$ cat config.mk
export PLATFORM = sky130hd
export DESIGN_NAME = ff_bank_sched
export DESIGN_NICKNAME = d
export VERILOG_FILES = /design/src/rtl/ff_bank_sched.sv
export SDC_FILE = /design/constraint.sdc
export NUM_CORES = 1
export LEC_CHECK = 0
export ABC_AREA = 1
export CORE_ASPECT_RATIO = 1.25
export CORE_MARGIN = 2
export CORE_UTILIZATION = 37
export DETAILED_ROUTE_END_ITERATION = 12
export MAX_ROUTING_LAYER = met4
export PLACE_DENSITY = 0.79
export SYNTH_ARGS = -nofsm -noshare
export SYNTH_HDL_FRONTEND = slang
export SYNTH_SLANG_ARGS = --single-unit
$ cat constraint.sdc
create_clock -name clk -period 2.1 [get_ports clk]
set_input_delay 0.315 -clock clk [delete_from_list [all_inputs] [get_ports clk]]
set_output_delay 0.315 -clock clk [all_outputs]
set_load 0.005 [all_outputs]
$ cat src/rtl/ff_bank_sched.sv
// Round-robin scheduler that owns a shared WIDTH-bit flop bank. Each granted requester
// runs one LOAD/CLEAR/PRESET/COMPARE, and the block reports whether the result is pat_x or pat_y.
module ff_bank_sched #(
  parameter int unsigned NREQ  = 4,
  parameter int unsigned WIDTH = 8
) (
  input  logic                    clk,
  input  logic                    clr,
  input  logic [NREQ-1:0]         req,
  input  logic [2*NREQ-1:0]       op,
  input  logic [WIDTH*NREQ-1:0]   wdata,
  input  logic [WIDTH-1:0]        pat_x,
  input  logic [WIDTH-1:0]        pat_y,
  output logic [NREQ-1:0]         gnt,
  output logic                    busy,
  output logic                    done,
  output logic                    match,
  output logic [WIDTH-1:0]        q,
  output logic [WIDTH-1:0]        qb
);

  localparam int unsigned PW = (NREQ > 1) ? $clog2(NREQ) : 1;

  typedef enum logic [1:0] {IDLE, APPLY, CHECK} state_t;
  typedef enum logic [1:0] {OP_LOAD = 2'b00, OP_CLEAR = 2'b01,
                            OP_PRESET = 2'b10, OP_COMPARE = 2'b11} op_t;

  state_t            state, state_n;
  logic [WIDTH-1:0]  q_n;
  logic [NREQ-1:0]   gnt_n;
  logic              busy_n, done_n, match_n;
  logic [PW-1:0]     rr_ptr, rr_ptr_n;
  logic [PW-1:0]     win, win_n;
  op_t               lop, lop_n;
  logic [WIDTH-1:0]  lwd, lwd_n;

  // Round-robin search starting at rr_ptr
  logic              found;
  logic [PW-1:0]     pick;
  logic [PW-1:0]     cand;

  always_comb begin
    found = 1'b0;
    pick  = '0;
    cand  = '0;
    for (int unsigned k = 0; k < NREQ; k++) begin
      cand = PW'((32'(rr_ptr) + k) % NREQ);
      if (!found && req[cand]) begin
        found = 1'b1;
        pick  = cand;
      end
    end
  end

  // Next-state and next-register logic
  always_comb begin
    state_n  = state;
    q_n      = q;
    gnt_n    = gnt;
    busy_n   = busy;
    done_n   = 1'b0;
    match_n  = match;
    rr_ptr_n = rr_ptr;
    win_n    = win;
    lop_n    = lop;
    lwd_n    = lwd;

    case (state)
      IDLE: begin
        if (found) begin
          win_n   = pick;
          lop_n   = op_t'(op[2*pick +: 2]);
          lwd_n   = wdata[WIDTH*pick +: WIDTH];
          gnt_n   = NREQ'(1) << pick;
          busy_n  = 1'b1;
          state_n = APPLY;
        end else begin
          gnt_n  = '0;
          busy_n = 1'b0;
        end
      end

      APPLY: begin
        case (lop)
          OP_LOAD:    q_n = lwd;
          OP_CLEAR:   q_n = '0;
          OP_PRESET:  q_n = '1;
          OP_COMPARE: q_n = q;
          default:    q_n = q;
        endcase
        state_n = CHECK;
      end

      CHECK: begin
        match_n  = (q == pat_x) || (q == pat_y);
        done_n   = 1'b1;
        gnt_n    = '0;
        busy_n   = 1'b0;
        rr_ptr_n = (win == PW'(NREQ - 1)) ? '0 : win + PW'(1);
        state_n  = IDLE;
      end

      default: state_n = IDLE;
    endcase
  end

  // State and bank registers; clr wins over any edge action
  always_ff @(posedge clk or posedge clr) begin
    if (clr) begin
      state  <= IDLE;
      q      <= '0;
      gnt    <= '0;
      busy   <= 1'b0;
      done   <= 1'b0;
      match  <= 1'b0;
      rr_ptr <= '0;
      win    <= '0;
      lop    <= OP_LOAD;
      lwd    <= '0;
    end else begin
      state  <= state_n;
      q      <= q_n;
      gnt    <= gnt_n;
      busy   <= busy_n;
      done   <= done_n;
      match  <= match_n;
      rr_ptr <= rr_ptr_n;
      win    <= win_n;
      lop    <= lop_n;
      lwd    <= lwd_n;
    end
  end

  assign qb = ~q;

endmodule

Word-level counts from Yosys, hierarchy flattened
Cells that the tools add are included. Widths: inputs -> output; s select.

Bits in read-only memories: 0. Output and inout port bits: 23. Bits in latches: 0. Input port bits: 62. Memories kept: 0. Logic and storage cells: 69. Register bits: 31. Memory bits (writable): 0.

Equal/unequal tests: 9. Div/mod/pow operators: 0. Multipliers: 0. Bitwise operators: 2. Add/sub/neg operators: 4. Shifts and indexed selects: 3. Muxes and demuxes: 25. Magnitude comparators: 4. Reductions and logical operators: 12.

Operators with widths (count): $shiftx 32x6->8 (1); $pmux 8 s3 (1); $eq 8x8->1 (2); $lt 2x3->1 const B (4); $mux 2 (6); $mux 1 (10); $bmux 1 s2 (4); $eq 2x2->1 const B (4); $not 8->8 (1); $pmux 4 s2 (1); $shiftx 8x4->2 (1); $add 2x1->2 const B (2); $add 2x2->2 const B (2); $eq 2x1->1 const B (2); $logic_not 2->1 (2); $mux 4 (1); $pmux 2 s2 (1); $reduce_and 2->1 (2); $shl 1x2->4 const A (1); $logic_and 1x1->1 (3); $logic_not 1->1 (3); $ne 2x2->1 const B (1); $pmux 1 s2 (1); $reduce_bool 2->1 (1); other kinds (2) (2).

Depth between registers and ports, before layout
Gate-level depths: netlist (run 1).

Word-level depth: 15. Depth in mapped cells: 16. Gate-level depth less buffers: 15.

Worst setup path before layout (run 1)
No wires, ideal clock.

Kind: register -> register. From: reg rr_ptr[0]. To: reg lwd[7]. Setup time: 0.117 ns. Required time: 1.983 ns. Cell stages (with the launch flop): 15. Path buffers: 2. Arrival time: 1.533 ns. Clock period less this slack: 1.649 ns. Path slack: 0.451 ns. Cells stage by stage: dfrtp_1 buf_4 nand2_1 nand3_1 nand2_2 nor2_4 nand3_1 nand2_1 nor2_2 inv_2 buf_4 nand2_1 nand2_1 nand2_1 nand2_1.

Word-level cells in the longest chain between the ends: 13. Elaborated cells on any way between the ends: 27. Those cells by class: add/sub (3); shift (1); mux (16); reduce/logical (7).

Ends and longest elaborated chain: start: declaration (line 32) `logic [PW-1:0] rr_ptr, rr_ptr_n;`; start signal: assignment (line 127) `rr_ptr <= rr_ptr_n;`; parallel branches: the longest is 13 deep, another holds $add 2x1->2; end signal: assignment (line 130) `lwd <= lwd_n;`; end: declaration (line 35) `logic [WIDTH-1:0] lwd, lwd_n;`.

Several ways; the timed one is not identified. The select of a mux whose other input is x is not followed. A chain may end at the register's enable or synchronous reset.

Worst setup path after layout (run 1)
From: reg rr_ptr[0]. To: reg lwd[4].

Same word-level chain as after synthesis.

==> results.tsv, run 1 <==
stage	metric	value	unit
power_and_ir_drop	NetSw	2.56	mW
sta	Final Hold Slack	0.401	ns
logic_synthesis	synth unique cells	27	
floorplan	initial core utilization	37.8	%
sta	Hold Vio Cnt, Final	0	
setup_path	Crit-path slowest cell	dfrtp_2	
setup_path	worst setup path class	register to register	
clock_tree	TritonCTS clock tree	built	
setup_path	cell mode on critical path	nand2_1	
floorplan	site row count	31	
floorplan	chip height	89.3	um
route	First-pass DRT Iterations	4	
floorplan	Placeable Area	0.00570	mm^2
clock_tree	Root Driver	clkbuf_8	
route	WL per Instance	12.6	um
run_status	status	complete, no violations	
clock_tree	Num CTS Buffers	5	
logic_synthesis	syn_nets	398	
logic_synthesis	#FFs+latches synth	31	
power_and_ir_drop	Sequential Power Share	20.2	%
global_route	vias in the first global route	2124	
route	DRT antenna net count	0	
setup_path	Slowest Stage Delay on Critical Path	0.49	ns
setup_path	critical path depth	16	
global_route	first-pass GRT wire length	8990	um
logic_synthesis	post-synthesis sequential area ratio	36.0	%
global_route	initial antenna violation count	0	
clock_tree	H-Tree Depth	2	
power_and_ir_drop	Comb pwr share	71.6	%
clock_tree	clk slew on worst S/H paths	0.06	ns
sta	Final min period	2.07	ns
power_and_ir_drop	pwr dens	1580	mW/mm^2
layout	FILL cells	508	
route	DRT iter0 DRCs	72	
setup_path	buffer and inverter count on the worst path	2	
sta	final setup TNS	0	ns
flow_run	Max Cap Viol	0	
clock_tree	Clock Sink Count	31	
power_and_ir_drop	Pwr Total	5.42	mW
power_and_ir_drop	Clk network pwr share	8.1	%
setup_path	crit path capture type	register	
setup_path	Crit path required time	2.27	ns
route	drt via density	4.88	
sta	Setup Viol. Count Final	0	
layout	Layout Cells excl Fill	499	
sta	Max transition margin	75.0	%
layout	Final nets	497	
sta	Worst Clk Skew	0.00607	ns
setup_path	CP Launch Type	register	
placement	Port-buffer cells	84	
clock_tree	Skew-Pair Late Insertion Delay	0.28	ns
setup_path	RR Endpoint	lwd[4]	
setup_path	Crit path max-delay family	simple AND/OR/NAND/NOR gates	
logic_synthesis	YS warnings	0	
route	final WL	6280	um
setup_path	crit-path max FO	12	
sta	max-slew violation count	0	
route	DRC	0	
power_and_ir_drop	VDD IR max	0.000864	V
setup_path	R2R Path Start	rr_ptr[0]	
floorplan	Die W	72.3	um
route	routed vias	2437	
setup_path	Data arrival, critical path	2.24	ns
setup_path	worst-path cell chain	buf_4, nand2_1, nand2_1, nand2_1, nand2_2, nor2_4, nand3_2, buf_4, nand2_8, nand2_4, nand2_1, nand2_1, nand2_1, nand2_1, nand2_1, nand2_1	
clock_tree	clock buffer depth	2	
logic_synthesis	Synth Instances	333	
global_route	pin count of the biggest net entering global routing	32	
sta	Slew @ Worst Pin	0.376	ns
setup_path	crit path to	lwd[4]	
global_route	Congestion Overflow GR	0	
sta	fin crit share	98.7	%
placement	dpl cells	480	
setup_path	cells on worst reg2reg path	16	
setup_path	crit path from	rr_ptr[0]	
layout	Final Util	60.0	%
layout	Ant. Diodes	0	
setup_path	Reg2Reg Setup Slack	0.03	ns
logic_synthesis	Syn Std Cell Area	0.00215	mm^2
sta	fmax	482	MHz
clock_tree	hold bufs inserted after CTS	0	
power_and_ir_drop	Pint	2.85	mW
power_and_ir_drop	switching portion of total power	47.3	%
floorplan	Die Area	0.00645	mm^2
layout	P&R area growth vs syn	58.7	%
global_route	GRT Total Usage	18.1	%
sta	RSZ-0062 raised after global routing	true	
power_and_ir_drop	leakage	1.74	nW
floorplan	I/O pin count	85	
layout	share of layout cells above drive strength 1	14.1	%
min_path	Hold Crit Class	primary input to asynchronous set/reset pin	
placement	hpwl dp	4360	um
placement	Final GP Congestion	0.794	
logic_synthesis	mean post-synth cell area	6.47	um^2
==> worst reg2reg max path: cells and delay by family, from the launching register on <==
kind	cells	cell delay [ns]
AND/OR/NAND/NOR	14	1.16
flip-flops	1	0.49
buffers and inverters	2	0.33
==> per-stage QoR <==
step | instance area, um^2 | setup WS (ns)
after floorplan | 2150 | 0.451
after global placement | 3080 | -0.160
after detailed placement | 3080 | -0.283
after CTS | 3170 | 0.0354
after global routing | 3420 | -0.123
final | 3420 | 0.0273
==> cell type report <==
| class | count | area [um^2] | area share (%) |
|---|---|---|---|
| Clock buffer | 7 | 76.3 | 2.23 |
| Clock inverter | 1 | 5.00 | 0.146 |
| Inverter | 23 | 91.3 | 2.67 |
| Multi-Input combinational cell | 267 | 1290 | 37.8 |
| Sequential cell | 31 | 778 | 22.8 |
| Tap cell | 66 | 82.6 | 2.42 |
| Timing Repair Buffer | 104 | 1090 | 32.0 |
==> metal layers <==
metal / vias to the layer above / GRT usage [%] / routed length [um]
met1: 1094 / 20.7 / 2470
met5: - / - / 0
met3: 14 / 2.48 / 389
met4: 0 / 7.20 / 142
met2: 88 / 31.9 / 3270
li1: 1241 / - / -
==> worst min path at each step <==
stage / start / end / slack (ns) / cells past startpoint
6_report: clr / done / 0.40 / 3
5_1_grt: clr / done / 0.45 / 3
4_1_cts: clr / done / 0.41 / 3
3_5_place_dp: state[1] / state[1] / 0.46 / 1
3_3_place_gp: state[1] / state[1] / 0.44 / 1
2_1_floorplan: clr / busy / 0.42 / 1
==> cell usage in the layout, fill, tap and decap left out, types with 5 or more instances in the layout <==
cell and n:
clkdlybuf4s50_1 83, nor2_1 8, buf_4 13, dfrtp_1 29, or2_2 7, nand2_1 166
clkbuf_8 5, inv_1 20, o21ai_0 10, nand2_2 11, xnor2_1 5, nand3_1 27
==> repair_timing <==
item / CTS / global route
endpoints found under the setup margin: 13 / 13
setup buffers: 0 / 6
gates cloned: 0 / 5
pin swaps: 0 / 8
resized for setup: 2 / 26
==> kinds of logic (layout without fill, tap and decap cells) <==
family	after synthesis	in the layout	synth area share, %
AOI/OAI and AO/OA	18	18	4.65
buffers and inverters	36	135	7.96
adders and majority gates	3	3	1.74
and+or+nand+nor	236	237	46.0
DFF	31	31	36.0
xor gates and xnor gates	9	9	3.66
==> flip-flops by register name, summed over array words and instances (netlist names) <==
register	cells
match	1
q	8
lop	2
rr_ptr	2
win	2
state	2
done	1
busy	1
gnt	4
lwd	8
==> power groups by stage <==
stage	logic, mW	clock network (mW)	registers (mW)
6_report	3.88	0.441	1.10
5_1_grt	4.31	0.487	1.13
4_1_cts	3.17	0.462	1.09
3_5_place_dp	3.13	0	1.09
3_3_place_gp	3.05	0	1.07
2_1_floorplan	2.26	0	1.04
==> synth_stat cells <==
master	count	area, um^2
buf_6	2	22.5
ha_1	3	37.5
o31ai_1	3	22.5
nand2_1	176	661
nand3_2	2	20.0
nand3_1	29	145
o21a_1	1	7.51
buf_2	5	25.0
inv_1	20	75.1
nor2_1	9	33.8
nand2_4	1	11.3
or2_2	7	43.8
nor2_2	1	6.26
buf_4	4	30.0
xnor2_1	5	43.8
o21ai_1	1	5.00
nand2_2	3	18.8
clkbuf_1	2	7.51
dfrtp_1	31	776
nor2_4	1	11.3
o21ai_0	10	50.1
xor2_1	4	35.0
nor3_1	4	20.0
inv_2	3	11.3
nand4_1	2	12.5
a21oi_1	3	15.0
nand3b_1	1	7.51
No activity file was read; power rests on OpenSTA's default activity.
==> run 2, diff against run 1 <==
Clock period 2.1 ns to 2.67 ns, I/O delays scaled along.
==> results.tsv, run 2 (same netlist as run 1, synthesis figures left out) <==
stage	metric	value	unit
layout	Ant. Diodes	0	
layout	Final Util	55.2	%
sta	Setup Viol. Count Final	0	
clock_tree	clock buffer depth	2	
clock_tree	post-CTS sizing	0	
sta	fin crit share	84.4	%
route	DR top layer	met4	
layout	P&R area growth vs syn	46.1	%
route	drt via density	4.73	
route	WL met3	335	um
route	First-pass DRT Iterations	4	
layout	most frequent cells in the layout	nand2_1, clkdlybuf4s50_1, dfrtp_1, nand3_1, inv_1	
power_and_ir_drop	VDD IR max	0.000810	V
flow_run	Max Cap Viol	0	
global_route	pin count of the biggest net entering global routing	32	
setup_path	Data arrival, critical path	2.43	ns
clock_tree	Clock Sink Count	31	
placement	Final GP Congestion	0.786	
route	DRT antenna net count	0	
layout	biggest regs	lwd (8), q (8), gnt (4)	
setup_path	Crit path required time	2.85	ns
setup_path	crit-path max FO	13	
route	final WL	5280	um
sta	Final min period	2.25	ns
floorplan	Die W	72.3	um
sta	Hold Vio Cnt, Final	0	
sta	Max transition margin	68.0	%
clock_tree	Root Driver	clkbuf_8	
floorplan	Die Area	0.00645	mm^2
sta	fmax	444	MHz
floorplan	site row count	31	
clock_tree	clk slew on worst S/H paths	0.07	ns
floorplan	I/O pin count	85	
clock_tree	TritonCTS clock tree	built	
route	WL met1	2160	um
floorplan	Placeable Area	0.00570	mm^2
floorplan	initial core utilization	37.8	%
layout	share of layout cells above drive strength 1	7.43	%
layout	Final nets	481	
setup_path	Reg2Reg Setup Slack	0.42	ns
sta	final setup TNS	0	ns
sta	Worst Clk Skew	0.00436	ns
sta	max-slew violation count	0	
global_route	initial antenna violation count	0	
min_path	Hold Crit Class	register to register	
layout	FILL cells	543	
global_route	Congestion Overflow GR	0	
clock_tree	postcts setup bufs	0	
route	routed vias	2286	
sta	RSZ-0062 raised after global routing	false	
route	routed wl met2	2700	um
run_status	status	complete, no violations	
sta	Slew @ Worst Pin	0.479	ns
placement	Port-buffer cells	84	
global_route	GRT Total Usage	17.2	%
global_route	first-pass GRT wire length	8600	um
power_and_ir_drop	leakage	1.61	nW
setup_path	worst setup path class	register to register	
placement	hpwl dp	4220	um
layout	commonest non-fill, non-tap cell in the layout	nand2_1	
clock_tree	Num CTS Buffers	5	
route	WL per Instance	10.9	um
clock_tree	H-Tree Depth	2	
floorplan	chip height	89.3	um
route	DRC	0	
setup_path	crit path capture type	register	
clock_tree	hold bufs inserted after CTS	0	
route	DRT iter0 DRCs	143	
power_and_ir_drop	pwr dens	1160	mW/mm^2
setup_path	CP Launch Type	register	
clock_tree	Skew-Pair Late Insertion Delay	0.29	ns
placement	dpl cells	475	
layout	Layout Cells excl Fill	483	
global_route	vias in the first global route	2093	
run 2: cell count changes in the layout (fill, tap and decap cells not counted), moves of 4 or more:
cell       previous run  this run
nand2_1             166       176
buf_4                13         5
clkbuf_16             4         0
nand2_2              11         3
run 2: worst paths after layout:
kind                            end       from  cells after the start
setup reg to reg             lwd[3]  rr_ptr[0]                     14
max in group asynchronous    lwd[6]        clr                      3
hold reg to reg            state[1]   state[1]                      1
min in group asynchronous      done        clr                      3
setup / recovery             lwd[3]  rr_ptr[0]                     14
hold / removal             state[1]   state[1]                      1
run 2: layout make-up:
cell class / instances / area (um^2) / share of cell area [%]
repair buffers: 89 / 878 / 27.9
clock buffers: 6 / 82.6 / 2.62
clock inverters: 2 / 35.0 / 1.11
inverters: 23 / 86.3 / 2.74
flip-flops and latches: 31 / 776 / 24.6
multi-input cells: 266 / 1210 / 38.4
well taps: 66 / 82.6 / 2.62
run 2: routing by layer:
| metal | up-vias | global-route usage, % |
|---|---|---|
| met5 | - | - |
| met4 | 0 | 7.20 |
| met3 | 9 | 3.16 |
| met2 | 73 | 30.4 |
| met1 | 1008 | 19.0 |
| li1 | 1196 | - |
run 2: critical path: stages (launching register included):
cell and delay [ns]:
dfrtp_1 0.52, inv_2 0.18, nand2_1 0.07, nand2_1 0.11, nand2_1 0.08, nand2_1 0.12, nor2_4 0.05, nand3_1 0.06
nand2_1 0.06, nor2_2 0.40, inv_2 0.19, nand2_1 0.11, nand2_1 0.05, nand2_1 0.06, nand2_1 0.06
run 2: through the flow:
| step | hold slack, ns | setup slack, ns | area (um^2) | power [mW] |
|---|---|---|---|---|
| 6_report | 0.456 | 0.415 | 3150 | 3.64 |
| 5_1_grt | 0.490 | 0.123 | 3150 | 4.08 |
| 4_1_cts | 0.459 | 0.396 | 3150 | 3.68 |
| 3_5_place_dp | 0.445 | 0.190 | 3030 | 3.19 |
| 3_3_place_gp | 0.444 | 0.310 | 3030 | 3.13 |
| 2_1_floorplan | 0.426 | 1.02 | 2150 | 2.60 |
run 2: where the power goes:
part	total, mW	internal [mW]	switching [mW]
Clock	0.476	0.302	0.175
Sequential	0.846	0.684	0.162
Combinational	2.32	0.950	1.37
Total	3.64	1.93	1.70
==> run 3, diff against run 2 <==
Settings changed: PLACE_DENSITY 0.79 to 0.82.
Clock period 2.67 ns to 1.9 ns, I/O delays scaled along.
==> results.tsv, run 3 (same netlist as run 1, synthesis figures left out) <==
stage	metric	value	unit
run_status	status	finished, violations left	
run_status	failing checks	setup timing	
setup_path	crit path capture type	register	
global_route	initial antenna violation count	0	
placement	Final GP Congestion	0.820	
sta	Max transition margin	74.7	%
sta	RSZ-0062 raised after global routing	true	
setup_path	Crit-path slowest cell	dfrtp_2	
sta	Final min period	1.99	ns
layout	share of layout cells above drive strength 1	16.9	%
layout	Finished Cell Area	0.00348	mm^2
flow_run	Max Cap Viol	0	
setup_path	Crit path required time	2.05	ns
placement	hpwl dp	4240	um
placement	Port-buffer cells	84	
floorplan	Die W	72.3	um
global_route	pin count of the biggest net entering global routing	32	
clock_tree	clk slew on worst S/H paths	0.06	ns
sta	Setup Viol. Count Final	11	
setup_path	worst setup path class	register to register	
route	First-pass DRT Iterations	4	
sta	final setup TNS	-0.423	ns
layout	commonest non-fill, non-tap cell in the layout	nand2_1	
power_and_ir_drop	pwr dens	1790	mW/mm^2
clock_tree	Root Driver	clkbuf_8	
layout	biggest regs	lwd (8), q (8), gnt (4)	
clock_tree	TritonCTS clock tree	built	
clock_tree	Clock Sink Count	31	
route	drt via density	4.86	
setup_path	cell mode on critical path	nand2_2	
sta	Worst Clk Skew	0.00715	ns
setup_path	Crit path max-delay family	simple AND/OR/NAND/NOR gates	
placement	placed cell area	0.00313	mm^2
sta	fin crit share	105	%
setup_path	crit-path max FO	12	
sta	Slew @ Worst Pin	0.380	ns
floorplan	I/O pin count	85	
layout	Ant. Diodes	0	
global_route	GRT Total Usage	17.8	%
sta	Final WS setup	-0.0907	ns
route	routed vias	2415	
sta	Hold Vio Cnt, Final	0	
power_and_ir_drop	VDD IR max	0.00103	V
floorplan	Placeable Area	0.00570	mm^2
sta	max-slew violation count	0	
global_route	vias in the first global route	2218	
route	WL per Instance	12.4	um
clock_tree	Skew-Pair Late Insertion Delay	0.28	ns
route	final WL	6160	um
floorplan	chip height	89.3	um
setup_path	CP Launch Type	register	
layout	most frequent cells in the layout	nand2_1, clkdlybuf4s50_1, dfrtp_1, nand3_1, inv_1	
clock_tree	H-Tree Depth	2	
route	DRT iter0 DRCs	102	
setup_path	worst-path cell chain	buf_4, nand2_2, nand3_1, nand2_2, inv_1, nand3_4, nor2_2, nor2_4, inv_4, o31ai_1	
floorplan	site row count	31	
setup_path	Data arrival, critical path	2.14	ns
clock_tree	Num CTS Buffers	5	
layout	P&R area growth vs syn	61.4	%
setup_path	Slowest Stage Delay on Critical Path	0.49	ns
clock_tree	hold bufs inserted after CTS	0	
layout	Final nets	495	
setup_path	buffer and inverter count on the worst path	3	
power_and_ir_drop	leakage	1.73	nW
route	DRC	0	
route	DRT antenna net count	0	
global_route	Congestion Overflow GR	0	
min_path	Hold Crit Class	primary input to asynchronous set/reset pin	
sta	fmax	502	MHz
floorplan	initial core utilization	37.8	%
clock_tree	clock buffer depth	2	
global_route	first-pass GRT wire length	8870	um
floorplan	Die Area	0.00645	mm^2
## run 3: changes by cell type in the layout (fill, tap and decap cells not counted), sizes merged
cell / change
clkbuf: +3
buf: +11
nand2: +1
clkinv: +1
bufinv: -1
inv: -1
## run 3: metrics by stage
step                      worst slack [ns]  util (%)  hold WS [ns]  power, mW  std cells
after global placement              -0.145      54.8         0.444       4.72        481
after CTS                         0.000836      56.9         0.394       5.42        492
after global routing                -0.155      61.0         0.426       6.75        497
final                              -0.0907      61.0         0.375       6.21        497
after detailed placement            -0.240      54.8         0.455       4.83        481
after floorplan                      0.251         -         0.389       3.65        333
## run 3: routing by layer
layer / share of wire, % / GRT usage (%) / wire length, um / vias to the layer above
met4: 2.2 / 7.20 / 137 / 0
met3: 5.7 / 2.93 / 351 / 16
met2: 51 / 32.6 / 3110 / 101
met1: 41 / 18.9 / 2550 / 1064
li1: - / - / - / 1234
met5: 0 / - / 0 / -
## run 3: power by group
part	switching (mW)	internal [mW]	total, mW
sequential	0.245	0.965	1.21
clock	0.222	0.256	0.478
combinational	2.48	2.05	4.52
## run 3: worst min-delay path: stages
cell and delay (ns):
clkdlybuf4s50_1 0.40, inv_1 0.05, buf_4 0.34
## run 3: area by class of cell
type	instances	area (um^2)
clock buffers	7	76.3
clock inverters	1	5.00
fillers	510	2220
inverters	23	96.3
multi-input cells	267	1370
flip-flops and latches	31	778
well taps	66	82.6
repair buffers	102	1070
## run 3: path summary, 6_finish.rpt
check	to	cells past startpoint	startpoint	slack, ns
max	gnt[1]	10	rr_ptr[0]	-0.09
min	done	3	clr	0.38
max reg2reg	gnt[1]	10	rr_ptr[0]	-0.09
min reg2reg	state[1]	1	state[1]	0.47
max in group asynchronous	rr_ptr[1]	3	clr	1.23
min in group clk	state[1]	1	state[1]	0.47
## run 3: timing repair
item	CTS	global route
buffers inserted	3	1
hold endpoints to repair	0	0
pin swaps	0	7
endpoints found under the setup margin	16	15
resized for setup	4	43
gates cloned	0	4
